File: config.mk
export PLATFORM = sky130hd
export DESIGN_NAME = sirv_plic_irq_cond
export DESIGN_NICKNAME = d
export VERILOG_FILES = /design/src/rtl/sirv_plic_defines.sv /design/src/rtl/sirv_irq_cond_chan.sv /design/src/rtl/sirv_plic_irq_cond.sv
export SDC_FILE = /design/constraint.sdc
export NUM_CORES = 1
export LEC_CHECK = 0
export BUFFER_PORTS_ARGS = -buffer_cell sky130_fd_sc_hd__buf_2
export CAP_MARGIN = 40
export CORE_ASPECT_RATIO = 0.8
export CORE_MARGIN = 2
export CORE_UTILIZATION = 60
export DETAILED_ROUTE_END_ITERATION = 6
export GPL_ROUTABILITY_DRIVEN = 0
export GPL_TIMING_DRIVEN = 0
export PLACE_DENSITY = 0.95
export SETUP_SLACK_MARGIN = 0.3
export SYNTH_ARGS = -nofsm -noshare
export SYNTH_HDL_FRONTEND = slang
export SYNTH_SLANG_ARGS = --single-unit
File: constraint.sdc
create_clock -name clk -period 7.25 [get_ports clk]
set_input_delay 1.45 -clock clk [delete_from_list [all_inputs] [get_ports clk]]
set_output_delay 1.45 -clock clk [all_outputs]
set_load 0.05 [all_outputs]
File: src/rtl/sirv_plic_defines.sv
// Shared constants and mode encodings for the PLIC interrupt conditioning stage.
// No ports; imported by sirv_irq_cond_chan and sirv_plic_irq_cond.
package sirv_plic_defines;

    localparam int PLIC_DEV_NUM    = 17;
    localparam int DEF_SYNC_STAGES = 2;
    localparam int DEF_FILT_CYCLES = 4;
    localparam int DEF_FILT_W      = 3;

    typedef enum logic {
        IRQ_MODE_LEVEL = 1'b0,
        IRQ_MODE_EDGE  = 1'b1
    } irq_mode_e;

    // Legal parameter set: synchronizer 2..4 deep, filter length that
    // fits the counter without ever needing to wrap.
    function automatic bit cfg_ok(input int sync_stages,
                                  input int filt_cycles,
                                  input int filt_w);
        return (sync_stages >= 2) && (sync_stages <= 4) &&
               (filt_cycles >= 1) &&
               (filt_cycles <= (2 ** filt_w) - 1);
    endfunction

endpackage

File: src/rtl/sirv_irq_cond_chan.sv
// One interrupt source: polarity, synchronizer, glitch filter, output flop.
// Ports: clk, rst, raw (async line), en (gate), irq (to PLIC), state (filtered level).
module sirv_irq_cond_chan
    import sirv_plic_defines::*;
#(
    parameter int SYNC_STAGES = DEF_SYNC_STAGES,
    parameter int FILT_CYCLES = DEF_FILT_CYCLES,
    parameter int FILT_W      = DEF_FILT_W,
    parameter bit EDGE        = 1'b0,
    parameter bit INV         = 1'b0
) (
    input  logic clk,
    input  logic rst,
    input  logic raw,
    input  logic en,
    output logic irq,
    output logic state
);

    localparam logic [FILT_W-1:0] CNT_MAX = FILT_W'(FILT_CYCLES - 1);
    localparam irq_mode_e MODE = irq_mode_e'(EDGE);

    logic [SYNC_STAGES-1:0] sync;
    logic [FILT_W-1:0]      cnt;
    logic                   st;
    logic                   s;
    logic                   flip;
    logic                   st_nxt;

    assign s = sync[SYNC_STAGES-1];

    // The FILT_CYCLES-th consecutive differing sample is accepted.
    assign flip   = (s != st) && (cnt == CNT_MAX);
    assign st_nxt = flip ? s : st;

    always_ff @(posedge clk or posedge rst) begin
        if (rst) begin
            sync <= '0;
            cnt  <= '0;
            st   <= 1'b0;
            irq  <= 1'b0;
        end else begin
            sync <= {sync[SYNC_STAGES-2:0], raw ^ INV};
            // A matching sample restarts the run of differing samples.
            if ((s == st) || flip) begin
                cnt <= '0;
            end else begin
                cnt <= cnt + 1'b1;
            end
            st <= st_nxt;
            if (MODE == IRQ_MODE_EDGE) begin
                irq <= en & st_nxt & ~st;
            end else begin
                irq <= en & st_nxt;
            end
        end
    end

    assign state = st;

endmodule

File: src/rtl/sirv_plic_irq_cond.sv
// Interrupt-source conditioning in front of the PLIC device inputs.
// Ports: clk, rst, irq_raw_i, irq_en_i in; irq_o (to PLIC), irq_state_o (filtered, ungated) out.
module sirv_plic_irq_cond
    import sirv_plic_defines::*;
#(
    parameter int                 IRQ_NUM     = PLIC_DEV_NUM,
    parameter int                 SYNC_STAGES = DEF_SYNC_STAGES,
    parameter int                 FILT_CYCLES = DEF_FILT_CYCLES,
    parameter int                 FILT_W      = DEF_FILT_W,
    parameter logic [IRQ_NUM-1:0] EDGE_MASK   = '0,
    parameter logic [IRQ_NUM-1:0] INV_MASK    = '0
) (
    input  logic               clk,
    input  logic               rst,
    input  logic [IRQ_NUM-1:0] irq_raw_i,
    input  logic [IRQ_NUM-1:0] irq_en_i,
    output logic [IRQ_NUM-1:0] irq_o,
    output logic [IRQ_NUM-1:0] irq_state_o
);

    if (!cfg_ok(SYNC_STAGES, FILT_CYCLES, FILT_W)) begin : g_bad_cfg
        $error("sirv_plic_irq_cond: illegal SYNC_STAGES/FILT_CYCLES/FILT_W");
    end

    for (genvar i = 0; i < IRQ_NUM; i++) begin : g_chan
        sirv_irq_cond_chan #(
            .SYNC_STAGES (SYNC_STAGES),
            .FILT_CYCLES (FILT_CYCLES),
            .FILT_W      (FILT_W),
            .EDGE        (EDGE_MASK[i]),
            .INV         (INV_MASK[i])
        ) u_chan (
            .clk   (clk),
            .rst   (rst),
            .raw   (irq_raw_i[i]),
            .en    (irq_en_i[i]),
            .irq   (irq_o[i]),
            .state (irq_state_o[i])
        );
    end

endmodule

==> impl_metrics.py <==
metrics = {
    "critical_path": {
        "crit_cells": 2,
        "cp_num_buf_inv": 2,
        "worstSetupPathType": "reg2out",
        "crit_path_end_kind": "output pin",
        "cp-start-kind": "flop",
        "worstPathRequired_ps": 5800,
        "largest_fanout_on_the_critical_path": 3,
        "cp-startpoint": "g_chan[12].u_chan.state$_DFF_PP0_",
        "regToRegSetupSlack_ps": 5820,
        "critical_path.cell_chain": "buf_4 -> buf_2",
        "setup.worst_path.end": "irq_state_o[12]",
        "worst_r2r_startpoint": "g_chan[15].u_chan.cnt[0]$_DFF_PP0_",
        "path_delay_family": "flip-flops",
        "timing.critical_path.slowest_stage_cell": "dfrtp_1",
        "worst-r2r-cell-count": 4,
        "timing.critical_path.arrival_ps": 1300,
        "critical-path-max-stage-delay_ps": 410,
        "critical_path.reg2reg.endpoint": "g_chan[15].u_chan.irq$_DFF_PP0_",
    },
    "sta": {
        "final_report_hold_violation_count": 0,
        "rsz0062_at_grt": "false",
        "fin_skew_ps": 8.73,
        "final_min_period_over_clock_period_pct": 37.9,
        "setup_violations": 0,
        "fmax_ghz": 0.364,
        "timing.final.max_slew_violations": 0,
        "slew_headroom_pct": 56.6,
        "tns_ps": 0,
        "worst_margin_pin_slew_ps": 651,
        "timing.final.crit_period_ps": 2750,
    },
    "detailed_routing": {
        "maxUsedRoutingLayer": "met4",
        "detail_route.drc_violations": 0,
        "drt_iter0_markers": 35,
        "route.detailed.wl_per_inst_um": 14.0,
        "postRouteAntennaNets": 0,
        "met1_length_um": 2910,
        "dr_wl_met3_um": 364,
        "met2_length_um": 3830,
        "post_drt_via_cell_ratio": 4.79,
        "drtPass1Iterations": 4,
        "vias": 2456,
        "detail_route.wirelength_um": 7190,
    },
    "power_and_ir_drop": {
        "totalPowerFinal_w": 0.00271,
        "worst_ir_drop_vdd_uv": 329,
        "leakage_nw": 2.84,
        "power-per-cell-area_mw_per_mm2": 478,
    },
    "finish": {
        "nFillCells": 439,
        "finalNetCount": 466,
        "multiInputGateArea_mm2": 0.00128,
        "fin_cells": 513,
        "regArea_mm2": 0.00298,
        "drive_above_1_share_pct": 41.2,
        "flow.area_growth_from_synthesis_pct": 24.1,
        "utilization_pct": 76.8,
        "final_design_area_no_fill_mm2": 0.00568,
        "antenna_cells": 0,
    },
    "floorplanning": {
        "start_util_pct": 61.9,
        "dieHeight_um": 82.1,
        "fp-row-count": 28,
        "floorplan.die.width_um": 102,
        "io-pin-count": 70,
        "die_area_mm2": 0.00835,
        "design.core.area_mm2": 0.00739,
    },
    "place": {
        "dpl_cell_area_mm2": 0.00508,
        "dp.cells": 482,
        "portBuffers": 69,
        "dp_hpwl_um": 4710,
    },
    "global_routing": {
        "grt_max_degree": 68,
        "gr-total-overflow": 0,
        "antenna_found_initial": 0,
        "grt_util_all_layers_pct": 19.7,
        "vias_in_the_first_global_route": 2726,
        "grt_first_pass_wirelength_um": 11900,
    },
    "hold_path": {
        "timing.hold.worst.class": "reg2reg",
    },
    "clock_tree": {
        "clock_tree_from_tritoncts": "yes",
        "clock_tree.buffer_depth": 2,
        "worstSkewPairLatency_ps": 510,
        "h-tree-depth": 4,
        "post_cts_setup_buffer_count": 0,
        "clock-root-buffer": "clkbuf_8",
        "cts_repair_resize_count": 0,
        "cts_hold_buf": 0,
        "clk_pin_slew_worst_paths_ps": 50,
        "cts_num_sinks": 119,
        "cts_made_buffers": 17,
    },
    "synth": {
        "postSynthRegisterBits": 119,
        "synth_adder_area_share_pct": 9.29,
        "synth_top_cells_by_area": "dfrtp_1 65%, ha_1 9.3%, buf_4 5.6%",
        "synth_nets": 377,
        "synth.area.mux_share_pct": 5.58,
        "syn-cell-area_mm2": 0.00458,
        "synth.yosys.seq_area_share_pct": 65.1,
        "synth.avg_cell_area_um2": 14.9,
        "synthesized_area_fraction_occupied_by_and_or_nand_nor_cells_pct": 9.76,
        "synthXorXnorAreaFrac_pct": 3.25,
        "synth_top_family_by_area": "simple AND/OR/NAND/NOR gates",
        "syn-instance-count": 307,
        "yosys.area.top_type": "dfrtp_1",
        "synth.distinct_cells": 9,
        "synthesized_area_fraction_occupied_by_ao_oa_aoi_and_oai_cells_pct": 0,
        "top_cell_type_s_share_of_synthesized_area_pct": 65.1,
        "synth_warnings": 0,
    },
    "job": {
        "max-cap-violations": 0,
    },
    "status": {
        "status": "completed",
    },
}
## worst reg2reg max path: stages (launching register included)
cell and delay [ps]:
dfrtp_1 390, ha_1 210, ha_1 240, mux2_4 330, and2_4 160
## sequential cells by signal, summed over array words and instances (netlist names)
register / count
g_chan.u_chan.cnt: 51
g_chan.u_chan.irq: 17
g_chan.u_chan.state: 17
g_chan.u_chan.sync: 34
## metal layers
| layer | vias up | GRT usage, % |
|---|---|---|
| li1 | 1170 | - |
| met1 | 1216 | 21.1 |
| met2 | 60 | 33.9 |
| met3 | 10 | 7.58 |
| met4 | 0 | 11.1 |
| met5 | - | 0 |
## layout by cell type (no fill, tap or decap)
| cell | count |
|---|---|
| buf_2 | 69 |
| buf_16 | 1 |
| mux2_4 | 17 |
| and2_4 | 17 |
| clkbuf_16 | 16 |
| inv_4 | 1 |
| clkinvlp_4 | 2 |
| ha_1 | 34 |
| dfrtp_1 | 119 |
| inv_1 | 17 |
| buf_4 | 34 |
| nor3_1 | 34 |
| clkbuf_8 | 5 |
| xnor2_1 | 17 |
| clkbuf_1 | 2 |
| clkinv_2 | 3 |
| nor3b_1 | 17 |
| bufinv_16 | 3 |
## area by class of cell
| type | count | share of cell area (%) |
|---|---|---|
| Sequential cell | 119 | 52.4 |
| Clock inverter | 8 | 2.11 |
| Multi-Input combinational cell | 136 | 22.5 |
| Timing Repair Buffer | 70 | 6.56 |
| Inverter | 18 | 1.23 |
| Buffer | 34 | 4.49 |
| Clock buffer | 23 | 8.39 |
| Tap cell | 105 | 2.31 |
## logic make-up after synthesis
kind of cell | after synthesis
flip-flops | 119
AND/OR/NAND/NOR | 68
buffers and inverters | 52
adder cells (fa/ha/maj) | 34
XOR/XNOR | 17
multiplexers | 17
## stage by stage
step	setup slack, ps	hold WS (ps)
3_3_place_gp	1570	333
5_1_grt	4440	351
3_5_place_dp	4900	336
4_1_cts	4450	348
2_1_floorplan	2640	331
6_report	4500	346
## Yosys cell counts
cell type and number:
buf_4 34, xnor2_1 17, dfrtp_1 119, nor3_1 34
ha_1 34, nor3b_1 17, and2_4 17, inv_1 18
mux2_4 17
## how the worst min path moves through the flow
stage	start	end	slack [ps]	cells after the start
global placement	g_chan[10].u_chan.sync[0]$_DFF_PP0_	g_chan[10].u_chan.sync[1]$_DFF_PP0_	330	0
detailed placement	g_chan[5].u_chan.sync[0]$_DFF_PP0_	g_chan[5].u_chan.sync[1]$_DFF_PP0_	340	0
finish	g_chan[5].u_chan.sync[0]$_DFF_PP0_	g_chan[5].u_chan.sync[1]$_DFF_PP0_	350	0
CTS	g_chan[5].u_chan.sync[0]$_DFF_PP0_	g_chan[5].u_chan.sync[1]$_DFF_PP0_	350	0
floorplan	g_chan[0].u_chan.sync[0]$_DFF_PP0_	g_chan[0].u_chan.sync[1]$_DFF_PP0_	330	0
global route	g_chan[0].u_chan.sync[0]$_DFF_PP0_	g_chan[0].u_chan.sync[1]$_DFF_PP0_	350	0
## power by group
group | internal [W] | leakage (nW) | total [W] | switching [W]
clock | 0.000556 | 0.290 | 0.000832 | 0.000276
combinational | 0.000396 | 1.06 | 0.000918 | 0.000522
sequential | 0.000853 | 1.49 | 0.000963 | 0.000110
total | 0.00180 | 2.84 | 0.00271 | 0.000908
Note: power is estimated with default switching activity, not from simulation.
